===== src/rtl/dmem_arbiter.sv =====
// dmem_arbiter: shares one single-port synchronous RAM (1-cycle read latency)
// between the single-cycle ARM core and one external bus master.
// Default build: fixed core priority with a MAX_WAIT starvation guard.
// Define DMEM_ARB_RR_EN to switch tie-breaking to round-robin.
//
// Handshake: the external transfer happens in the cycle where
// ext_valid & ext_ready are both 1; ext_ready is combinational from
// ext_valid and the arbiter state, and a read returns ext_rdata with a
// one-cycle ext_rvalid pulse in the following cycle. The core side is a
// stall interface: cpu_stall=1 holds the core, which keeps its request
// stable until the stall drops.
module dmem_arbiter #(
   parameter int ADDR_W   = 32,
   parameter int DATA_W   = 32,
   parameter int MAX_WAIT = 4
) (
   input  logic              clk,
   input  logic              reset,
   input  logic              cpu_req,
   input  logic              cpu_we,
   input  logic [ADDR_W-1:0] cpu_addr,
   input  logic [DATA_W-1:0] cpu_wdata,
   output logic [DATA_W-1:0] cpu_rdata,
   output logic              cpu_stall,
   input  logic              ext_valid,
   input  logic              ext_we,
   input  logic [ADDR_W-1:0] ext_addr,
   input  logic [DATA_W-1:0] ext_wdata,
   output logic              ext_ready,
   output logic [DATA_W-1:0] ext_rdata,
   output logic              ext_rvalid,
   output logic              mem_en,
   output logic              mem_we,
   output logic [ADDR_W-1:0] mem_addr,
   output logic [DATA_W-1:0] mem_wdata,
   input  logic [DATA_W-1:0] mem_rdata,
   output logic [1:0]        dbg_state
);

   // IDLE: no read outstanding; CPU_RD/EXT_RD: that requester's read was
   // issued last cycle and its data is on mem_rdata now.
   typedef enum logic [1:0] {
      IDLE   = 2'd0,
      CPU_RD = 2'd1,
      EXT_RD = 2'd2
   } state_t;

   state_t state_q, state_d;
   logic   cpu_elig, ext_elig;
   logic   grant_cpu, grant_ext;
   logic   ext_wins_tie;

   assign dbg_state = state_q;

`ifdef DMEM_ARB_RR_EN
   // last_grant_q: 1 = ext won most recently, 0 = cpu. Reset to ext so the
   // core takes the first tie.
   logic last_grant_q, last_grant_d;

   assign ext_wins_tie = ~last_grant_q;

   // Remember the most recent winner; hold when nobody is granted.
   always_comb begin
      last_grant_d = last_grant_q;
      if (grant_ext)      last_grant_d = 1'b1;
      else if (grant_cpu) last_grant_d = 1'b0;
   end

   // Round-robin history register.
   always_ff @(posedge clk or negedge reset) begin
      if (!reset) last_grant_q <= 1'b1;
      else        last_grant_q <= last_grant_d;
   end
`else
   // A MAX_WAIT above the counter range saturates at 7 so the guard still fires.
   localparam int              MAX_WAIT_SAT = (MAX_WAIT > 7) ? 7 : MAX_WAIT;
   localparam logic [2:0]      MAX_WAIT_C   = 3'(MAX_WAIT_SAT);
   logic [2:0] wait_cnt_q, wait_cnt_d;

   assign ext_wins_tie = (wait_cnt_q >= MAX_WAIT_C);

   // Count cycles ext was eligible but lost; clear on an ext grant.
   always_comb begin
      wait_cnt_d = wait_cnt_q;
      if (grant_ext)                             wait_cnt_d = 3'd0;
      else if (ext_elig && wait_cnt_q != 3'd7)   wait_cnt_d = wait_cnt_q + 3'd1;
   end

   // Starvation counter register.
   always_ff @(posedge clk or negedge reset) begin
      if (!reset) wait_cnt_q <= 3'd0;
      else        wait_cnt_q <= wait_cnt_d;
   end
`endif

   // Eligibility and grant; reset masks both requesters so every output is 0.
   always_comb begin
      cpu_elig  = reset & cpu_req & (state_q != CPU_RD);
      ext_elig  = reset & ext_valid;
      grant_cpu = 1'b0;
      grant_ext = 1'b0;
      if (cpu_elig && ext_elig) begin
         grant_ext = ext_wins_tie;
         grant_cpu = ~ext_wins_tie;
      end else begin
         grant_cpu = cpu_elig;
         grant_ext = ext_elig;
      end
   end

   // State register; a reset drops any outstanding read.
   always_ff @(posedge clk or negedge reset) begin
      if (!reset) state_q <= IDLE;
      else        state_q <= state_d;
   end

   // Next state: a granted read is completed next cycle, anything else idles.
   always_comb begin
      state_d = IDLE;
      if (grant_cpu && !cpu_we)      state_d = CPU_RD;
      else if (grant_ext && !ext_we) state_d = EXT_RD;
   end

   // Outputs: RAM port from the winner, stall/ready, state-gated read data.
   always_comb begin
      mem_en    = grant_cpu | grant_ext;
      mem_we    = 1'b0;
      mem_addr  = '0;
      mem_wdata = '0;
      if (grant_cpu) begin
         mem_we    = cpu_we;
         mem_addr  = cpu_addr;
         mem_wdata = cpu_wdata;
      end else if (grant_ext) begin
         mem_we    = ext_we;
         mem_addr  = ext_addr;
         mem_wdata = ext_wdata;
      end
      // A granted write finishes this cycle; a read or a lost request waits.
      cpu_stall  = cpu_elig & ~(grant_cpu & cpu_we);
      ext_ready  = grant_ext;
      cpu_rdata  = (state_q == CPU_RD) ? mem_rdata : '0;
      ext_rvalid = (state_q == EXT_RD);
      ext_rdata  = (state_q == EXT_RD) ? mem_rdata : '0;
   end

endmodule


===== config.mk =====
export PLATFORM = sky130hd
export DESIGN_NAME = dmem_arbiter
export DESIGN_NICKNAME = d
export VERILOG_FILES = /design/src/rtl/dmem_arbiter.sv
export SDC_FILE = /design/constraint.sdc
export NUM_CORES = 1
export LEC_CHECK = 0
export BUFFER_PORTS_ARGS = -buffer_cell sky130_fd_sc_hd__buf_2
export CAP_MARGIN = 20
export CORE_AREA = 2 2 118 120
export CTS_BUF_LIST = sky130_fd_sc_hd__clkbuf_4
export CTS_CLUSTER_DIAMETER = 80
export DETAILED_ROUTE_END_ITERATION = 8
export DIE_AREA = 0 0 120 122
export HOLD_SLACK_MARGIN = 0.15
export PLACE_DENSITY_LB_ADDON = 0.05
export SYNTH_ARGS = -nofsm -noshare
export SYNTH_HDL_FRONTEND = slang
export SYNTH_SLANG_ARGS = --single-unit

===== constraint.sdc =====
create_clock -name clk -period 2.4 [get_ports clk]
set_clock_uncertainty 0.15 [all_clocks]
set_input_delay 0.12 -clock clk [delete_from_list [all_inputs] [get_ports clk]]
set_output_delay 0.12 -clock clk [all_outputs]
set_load 0.02 [all_outputs]

* After elaboration in Yosys (flattened, before gate mapping) *
Index checks and enable logic that the tools add are counted.

word-level totals
  memories = 0
  word-level logic and storage cells = 37
  bits in read-only memories = 0
  register bits after elaboration = 5
  input port bits = 166
  bits in latches = 0
  output and inout port bits = 135
  memory bits (writable) = 0

operators by class
  mux-type cells = 14
  magnitude comparators = 1
  equal/unequal tests = 4
  shift-type cells = 0
  bitwise logic cells = 8
  reductions and logical operators = 7
  add/sub/neg operators = 1
  multiply operators = 0
  divide/modulo/power cells = 0

operator list
  cell                   count
  $mux W32               6
  $mux W3                2
  $and A1 B1 Y1          5
  $logic_and A1 B1 Y1    4
  $mux W1                4
  $mux W2                2
  $add A3 B1 Y3 const B  1
  $ge A3 B3 Y1 const B   1
  $ne A3 B3 Y1 const B   1
  $eq A2 B1 Y1 const B   1
  $eq A2 B2 Y1 const B   1
  $logic_not A1 Y1       2
  $ne A2 B1 Y1 const B   1
  $not A1 Y1             2
  $reduce_bool A2 Y1     1
  $or A1 B1 Y1           1

* Depth between registers and ports, before layout *
Gate-level depths: netlist (run 1).

  depth after elaboration = 7
  depth in mapped cells = 6
  mapped depth without buffers = 5

* Least setup slack after synthesis (run 1) *
Ideal clock, no wire load.

  kind = reg-to-output
  from = reg state_q[1], in the netlist dbg_state[1]
  to = out mem_addr[21]
  path slack = 597 ps
  arrival time = 1533 ps
  stages on the path, launching flop included = 5
  data required time = 2130 ps
  buffers on the path = 1
  cell sequence = dfrtp_1 -> nand2b_1 -> a31oi_4 -> buf_2 -> a22o_1

between the ends
  longest elaborated chain between the ends = 6
  elaborated cells on any way between the ends = 7
  those cells by class = eq/ne: 1; mux: 4; bitwise: 1; reduce/logical: 1

ends and longest elaborated chain
  what                    RTL line  source
  from (decl)             48        state_t state_q, state_d;
  from (signal assigned)  114       else state_q <= state_d;
  $ne A2 B1 Y1            98        cpu_elig = reset & cpu_req & (state_q != CPU_RD);
  $and A1 B1 Y1           98
  $logic_and A1 B1 Y1     102       if (cpu_elig && ext_elig) begin
  $mux W1                 102
  via ext_ready           29        output logic ext_ready,
  $mux W32                134       end else if (grant_ext) begin
  $mux W32                130       if (grant_cpu) begin
  to (decl)               34        output logic [ADDR_W-1:0] mem_addr,

The timed path passes the listed nets, and every way through them passes these cells.

* Worst setup path in the final report (run 1) *
  from = in cpu_req
  to = out mem_wdata[25]

between the ends
  longest elaborated chain between the ends = 6
  elaborated cells on any way between the ends = 7
  those cells by class = mux: 4; bitwise: 2; reduce/logical: 1

ends and longest elaborated chain
  what                           RTL line  source
  from (decl)                    19        input logic cpu_req,
  $and A1 B1 Y1 * (2 in series)  98
  $logic_and A1 B1 Y1            102
  $mux W1                        102
  $mux W32                       134
  $mux W32 *                     130
  to (decl)                      35        output logic [DATA_W-1:0] mem_wdata,

Mark *: on every way between the ends. The rest lies on a longest branch, timed or not.

==> results_dict.tcl, run 1 <==
set metrics [dict create \
    gp_congestion 0.718 \
    p_leak_uw 0.00247 \
    ys_top_cells_by_area "mux2_4, and2_1, and3_1" \
    cp-endpoint "mem_wdata[25]" \
    ant_nets 0 \
    path_delay_family "buffers and inverters" \
    critPathRequiredTime_ns 2.13 \
    dieHeight_microns 122 \
    synth_ff_type "dfrtp_1" \
    synthTopCellsByCount "and2_1, and3_1, mux2_4" \
    fin_tns_setup_ns 0 \
    die_area_sq_um 14600 \
    viasPerCell 3.97 \
    min_period_ns 2.19 \
    numCtsBuffers 3 \
    synth.most_common_cell "and2_1" \
    crit_arrival_ns 1.92 \
    syn-num-nets 398 \
    start_util_pct 14.7 \
    min_path_type "primary input to flip-flop" \
    end_kind "output port" \
    finalSetupViolCount 0 \
    antennaDiodeCount 0 \
    fin_nets 694 \
    fillCellCount 1531 \
    synth_seq_cells 5 \
    ys_seq_area_share_pct 6.30 \
    io_pins 301 \
    path_buf_inv 4 \
    rsz0062_at_grt "no" \
    cap_violations 0 \
    startpoint_type "primary input" \
    status "finished, final reports clean" \
    hold_viol_final 0 \
    cpMostUsedCell "buf_2" \
    cp_max_fo 7 \
    coreArea_sq_um 13500 \
    htree_levels 1 \
    cts_root_buf "clkbuf_4" \
    clk_pin_slew_ns 0.05 \
    synth-edff-count 0 \
    grt_first_pass_wirelength_microns 13000 \
    clk_path_buf_depth 2 \
    yosysTopAreaCell "mux2_4" \
    syn_area_per_cell_sq_um 8.68 \
    min_period_over_period_pct 91.1 \
    r2r-end "wait_cnt_q[1]$_DFFE_PN0P_" \
    first_global_vias 2629 \
    drt_iter0_drc 55 \
    stdcell_count 704 \
    area_growth_pct 87.7 \
    clock_latency_ns 0.25 \
    firstDrtPassIters 4 \
    post-cts-setup-buffers 0 \
    syn-instance-count 229 \
    crit_path_cell_trace "dlygate4sd3_1 > buf_2 > nand2_1 > a211o_2 > buf_4 > mux2_4 > buf_2" \
    detailed_place_hpwl_microns 7660 \
    power_density_nw_per_um2 232 \
    startpoint "cpu_req" \
    finalMaxSlewViolations 0 \
    ctsHoldBuffers 6 \
    crit_slowest_cell "dlygate4sd3_1" \
    fp.dieW_microns 120 \
    cts_resized 0 \
    grt_antenna_before_repair 0 \
    r2r-start "wait_cnt_q[1]$_DFFE_PN0P_" \
    cp.depth 7 \
    wl_per_cell_microns 13.0 \
    wl_microns 9190 \
    grt_overflow 0 \
    drc 0 \
    cts_sinks 5 \
    yosys_warnings 0 \
    maxSlewHeadroom_pct 78.5 \
    cts_tree "built" \
    synth_top_area_share_pct 29.5 \
    ys_types 29 \
    placementRows 43 \
    place_inst 694 \
    drive_above_1_share_pct 68.9 \
    grt_max_degree 42 \
    cp_slowest_stage_delay_ns 0.53 \
    rr_worst_depth 5 \
    tightest_slew_ns 0.322 \
    clock.fmax_mhz 457 \
    synth_area_sq_um 1990 \
    numPortBuffers 300 \
    grt_usage_pct 11.1 \
    ir_drop_uv 88.2 \
    r2r_slack_ns 0.59 \
    async_reset_ff_share_pct 100 \
    route.vias.total 2796 \
    crit_type "primary input to output port" \
]
state kept, by name, summed over array words and instances, names as in the netlist:
signal and flops:
dbg_state 2, wait_cnt_q 3
per-stage QoR:
stage,worst slack (ns),total power [uW],area (sq um),utilization [%],hold slack (ns)
CTS,0.175,881,3730,27.6,0.205
global route,0.119,932,3730,27.6,0.244
global placement,0.537,753,3640,26.9,-0.0183
floorplan,0.597,494,1990,-,-0.326
detailed placement,0.546,753,3640,26.9,-0.0213
finish,0.213,863,3730,27.6,0.202
where the power goes:
group / internal (uW) / switching (uW)
clock: 74.4 / 38.8
sequential: 95.2 / 7.85
combinational: 320 / 327
total: 490 / 374
logic make-up after synthesis:
logic type | count (synthesis) | share of synthesized area [%]
AOI/OAI and AO/OA | 30 | 13.7
xor gates and xnor gates | 1 | 0.441
adders and majority gates | 3 | 1.89
buffers and inverters | 29 | 9.63
DFF | 5 | 6.30
muxes | 41 | 30.6
and+or+nand+nor | 120 | 37.5
worst min path at each step:
stage | start | end | slack [ns] | cells past startpoint
2_1_floorplan | reset | dbg_state[0]$_DFF_PN0_ | -0.33 | 0
3_3_place_gp | reset | dbg_state[1]$_DFF_PN0_ | -0.02 | 2
3_5_place_dp | reset | wait_cnt_q[2]$_DFFE_PN0P_ | -0.02 | 2
4_1_cts | reset | wait_cnt_q[1]$_DFFE_PN0P_ | 0.20 | 4
5_1_grt | reset | wait_cnt_q[1]$_DFFE_PN0P_ | 0.24 | 4
6_report | reset | wait_cnt_q[1]$_DFFE_PN0P_ | 0.20 | 4
per-layer routing:
| layer | share of wire [%] | track usage [%] | vias to the layer above |
|---|---|---|---|
| met2 | 54 | 22.6 | 169 |
| met3 | 10 | 3.46 | 4 |
| met1 | 35 | 11.2 | 1224 |
| met4 | 0.81 | 1.62 | 0 |
| met5 | 0 | 0 | - |
| li1 | - | - | 1399 |
worst min-delay path, cell delays in order:
cell,delay [ns]
buf_2,0.12
nand2_1,0.11
or4_1,0.12
o21ai_0,0.08
final cells by class:
cell class / instances / area (sq um) / area share (%)
multi-input cells: 195 / 1670 / 44.8
inverters: 4 / 15.0 / 0.403
well taps: 180 / 225 / 6.04
clock buffers: 4 / 30.0 / 0.805
repair buffers: 316 / 1660 / 44.6
flip-flops and latches: 5 / 125 / 3.36
placed cells by master (no fill, tap or decap):
master	instances
or4_1	1
nor2b_4	1
xnor2_1	1
o41ai_1	1
mux2_2	2
a22o_1	24
and2_1	64
a21oi_1	1
buf_4	8
and3_1	39
buf_2	300
mux2_4	39
dlygate4sd3_1	6
a211oi_2	1
nand2_1	5
a211o_2	1
dfrtp_1	5
a31oi_4	1
and3_2	2
o21ai_0	1
ha_1	3
inv_1	4
nand3b_1	1
clkbuf_4	4
nor2_1	2
nand3_1	1
buf_12	2
nor2b_1	2
nand2b_1	2
Power figures use the tool's default switching activity.
==> inputs of run 2 (changes only) <==
Settings changed: CELL_PAD_IN_SITES_DETAIL_PLACEMENT set to 1, CELL_PAD_IN_SITES_GLOBAL_PLACEMENT set to 1, CTS_CLUSTER_SIZE set to 30.
==> run 2 against run 1 <==
Register-to-register slack is essentially flat. Die area is the same. Worst hold slack gained 0.12 ns. Clock-buffer cell count is the same. Global-route usage grew 1.4 points. Sequential power is essentially flat. Largest cell class unchanged.
==> results_dict.tcl, run 2 (same netlist as run 1, synthesis figures left out) <==
set metrics [dict create \
    io_pins 301 \
    htree_levels 1 \
    clock_latency_ns 0.24 \
    status "finished, final reports clean" \
    pwr-share-clk_pct 12.6 \
    ant_nets 0 \
    setup_ws_ns 0.0935 \
    crit_type "primary input to output port" \
    r2r-start "wait_cnt_q[1]$_DFFE_PN0P_" \
    seq_power_share_pct 12.0 \
    layout_common_cells "buf_2, and2_1, and3_1, mux2_4, a22o_1" \
    rsz0062_at_grt "no" \
    grt_antenna_before_repair 1 \
    intPower_uw 484 \
    first_global_vias 2961 \
    cts_sinks 5 \
    largest_reg_flops 3 \
    wl_microns 10000 \
    placementRows 43 \
    finalSetupViolCount 0 \
    drc 0 \
    numCtsBuffers 3 \
    cp_max_fo 42 \
    power.total_uw 855 \
    min_path_type "primary input to flip-flop" \
    grt_max_degree 43 \
    r2r_slack_ns 0.58 \
    p_switching_uw 371 \
    p_leak_uw 0.00245 \
    ir_drop_uv 128 \
    wl_per_cell_microns 14.3 \
    drt_iter0_drc 75 \
    cts_tree "built" \
    area_growth_pct 85.9 \
    clock.fmax_mhz 434 \
    fp.dieW_microns 120 \
    numPortBuffers 300 \
    clk_pin_slew_ns 0.05 \
    rr_worst_depth 5 \
    r2r-end "wait_cnt_q[1]$_DFFE_PN0P_" \
    cts_root_buf "clkbuf_4" \
    final_common_cell "buf_2" \
    dieHeight_microns 122 \
    min_period_over_period_pct 96.1 \
    finalMaxSlewViolations 0 \
    grt_first_pass_wirelength_microns 14700 \
    startpoint_type "primary input" \
    route.vias.total 2840 \
    dp_worst_setup_slack_ns 0.478 \
    drive_above_1_share_pct 68.9 \
    startpoint "reset" \
    grt_overflow 0 \
    start_util_pct 14.7 \
    end_kind "output port" \
    viasPerCell 4.05 \
    power_density_nw_per_um2 231 \
    min_period_ns 2.31 \
    critPathRequiredTime_ns 2.13 \
    detailed_place_hpwl_microns 8360 \
    cp-endpoint "mem_addr[5]" \
    top_register "wait_cnt_q" \
    cap_violations 0 \
    hold_viol_final 0 \
    switching_share_pct 43.4 \
    fin_nets 691 \
    crit_arrival_ns 2.04 \
    tightest_slew_ns 0.382 \
    coreArea_sq_um 13500 \
    firstDrtPassIters 4 \
    p_comb_share_pct 75.3 \
    gp_congestion 0.740 \
    grt_usage_pct 12.5 \
    maxSlewHeadroom_pct 74.5 \
    fin_tns_setup_ns 0 \
    clk_path_buf_depth 2 \
    die_area_sq_um 14600 \
]
[run 2: cell types whose count changed in the layout (fill, tap and decap cells not counted), sizes merged]
cell and delta:
buf -2, diode +1, dlygate4sd3 -1
[run 2: worst min path at each step]
| stage | depth (start not counted) | slack [ns] | startpoint | to |
|---|---|---|---|---|
| after floorplan | 0 | -0.33 | reset | dbg_state[0]$_DFF_PN0_ |
| after global placement | 1 | -0.19 | reset | wait_cnt_q[2]$_DFFE_PN0P_ |
| after detailed placement | 1 | -0.19 | reset | wait_cnt_q[2]$_DFFE_PN0P_ |
| after CTS | 3 | 0.33 | ext_valid | wait_cnt_q[2]$_DFFE_PN0P_ |
| after global routing | 3 | 0.36 | ext_valid | wait_cnt_q[2]$_DFFE_PN0P_ |
| final | 3 | 0.32 | ext_valid | wait_cnt_q[2]$_DFFE_PN0P_ |
[run 2: per-layer routing]
metal	track usage, %	vias to the layer above	share of wire (%)
met5	0	-	0
met1	12.2	1288	35
met4	1.76	0	0.53
met3	4.17	2	9.6
met2	25.6	157	55
li1	-	1393	-
[run 2: power by group through the flow]
| stage | Combinational, uW | Clock [uW] | Sequential, uW |
|---|---|---|---|
| 6_report | 644 | 108 | 103 |
| 5_1_grt | 700 | 123 | 104 |
| 4_1_cts | 658 | 113 | 103 |
| 3_5_place_dp | 648 | 0 | 105 |
| 3_3_place_gp | 644 | 0 | 104 |
| 2_1_floorplan | 390 | 0 | 104 |
[run 2: through the flow]
stage,hold WS [ns],cells,utilization [%],instance area [sq um]
3_5_place_dp,-0.192,692,26.7,3610
6_report,0.322,702,27.4,3690
3_3_place_gp,-0.194,692,26.7,3610
5_1_grt,0.363,702,27.4,3690
2_1_floorplan,-0.326,229,-,1990
4_1_cts,0.331,701,27.3,3690
[run 2: cell type report]
class | count | area, sq um
Antenna cell | 1 | 2.50
Clock buffer | 4 | 30.0
Fill cell | 1718 | 9810
Inverter | 4 | 15.0
Multi-Input combinational cell | 195 | 1670
Sequential cell | 5 | 125
Tap cell | 180 | 225
Timing Repair Buffer | 313 | 1620
[run 2: critical path: stages]
cell	delay, ns
dlygate4sd3_1	0.53
buf_2	0.19
nand2_1	0.12
a211o_2	0.32
buf_12	0.20
mux2_4	0.33
buf_2	0.16
[run 2: what timing repair did]
action                                 4_1_cts  5_1_grt
endpoints found under the hold margin        9        0
hold buffers                                 5        0
setup buffers                                0        0
resized for setup                            0        0
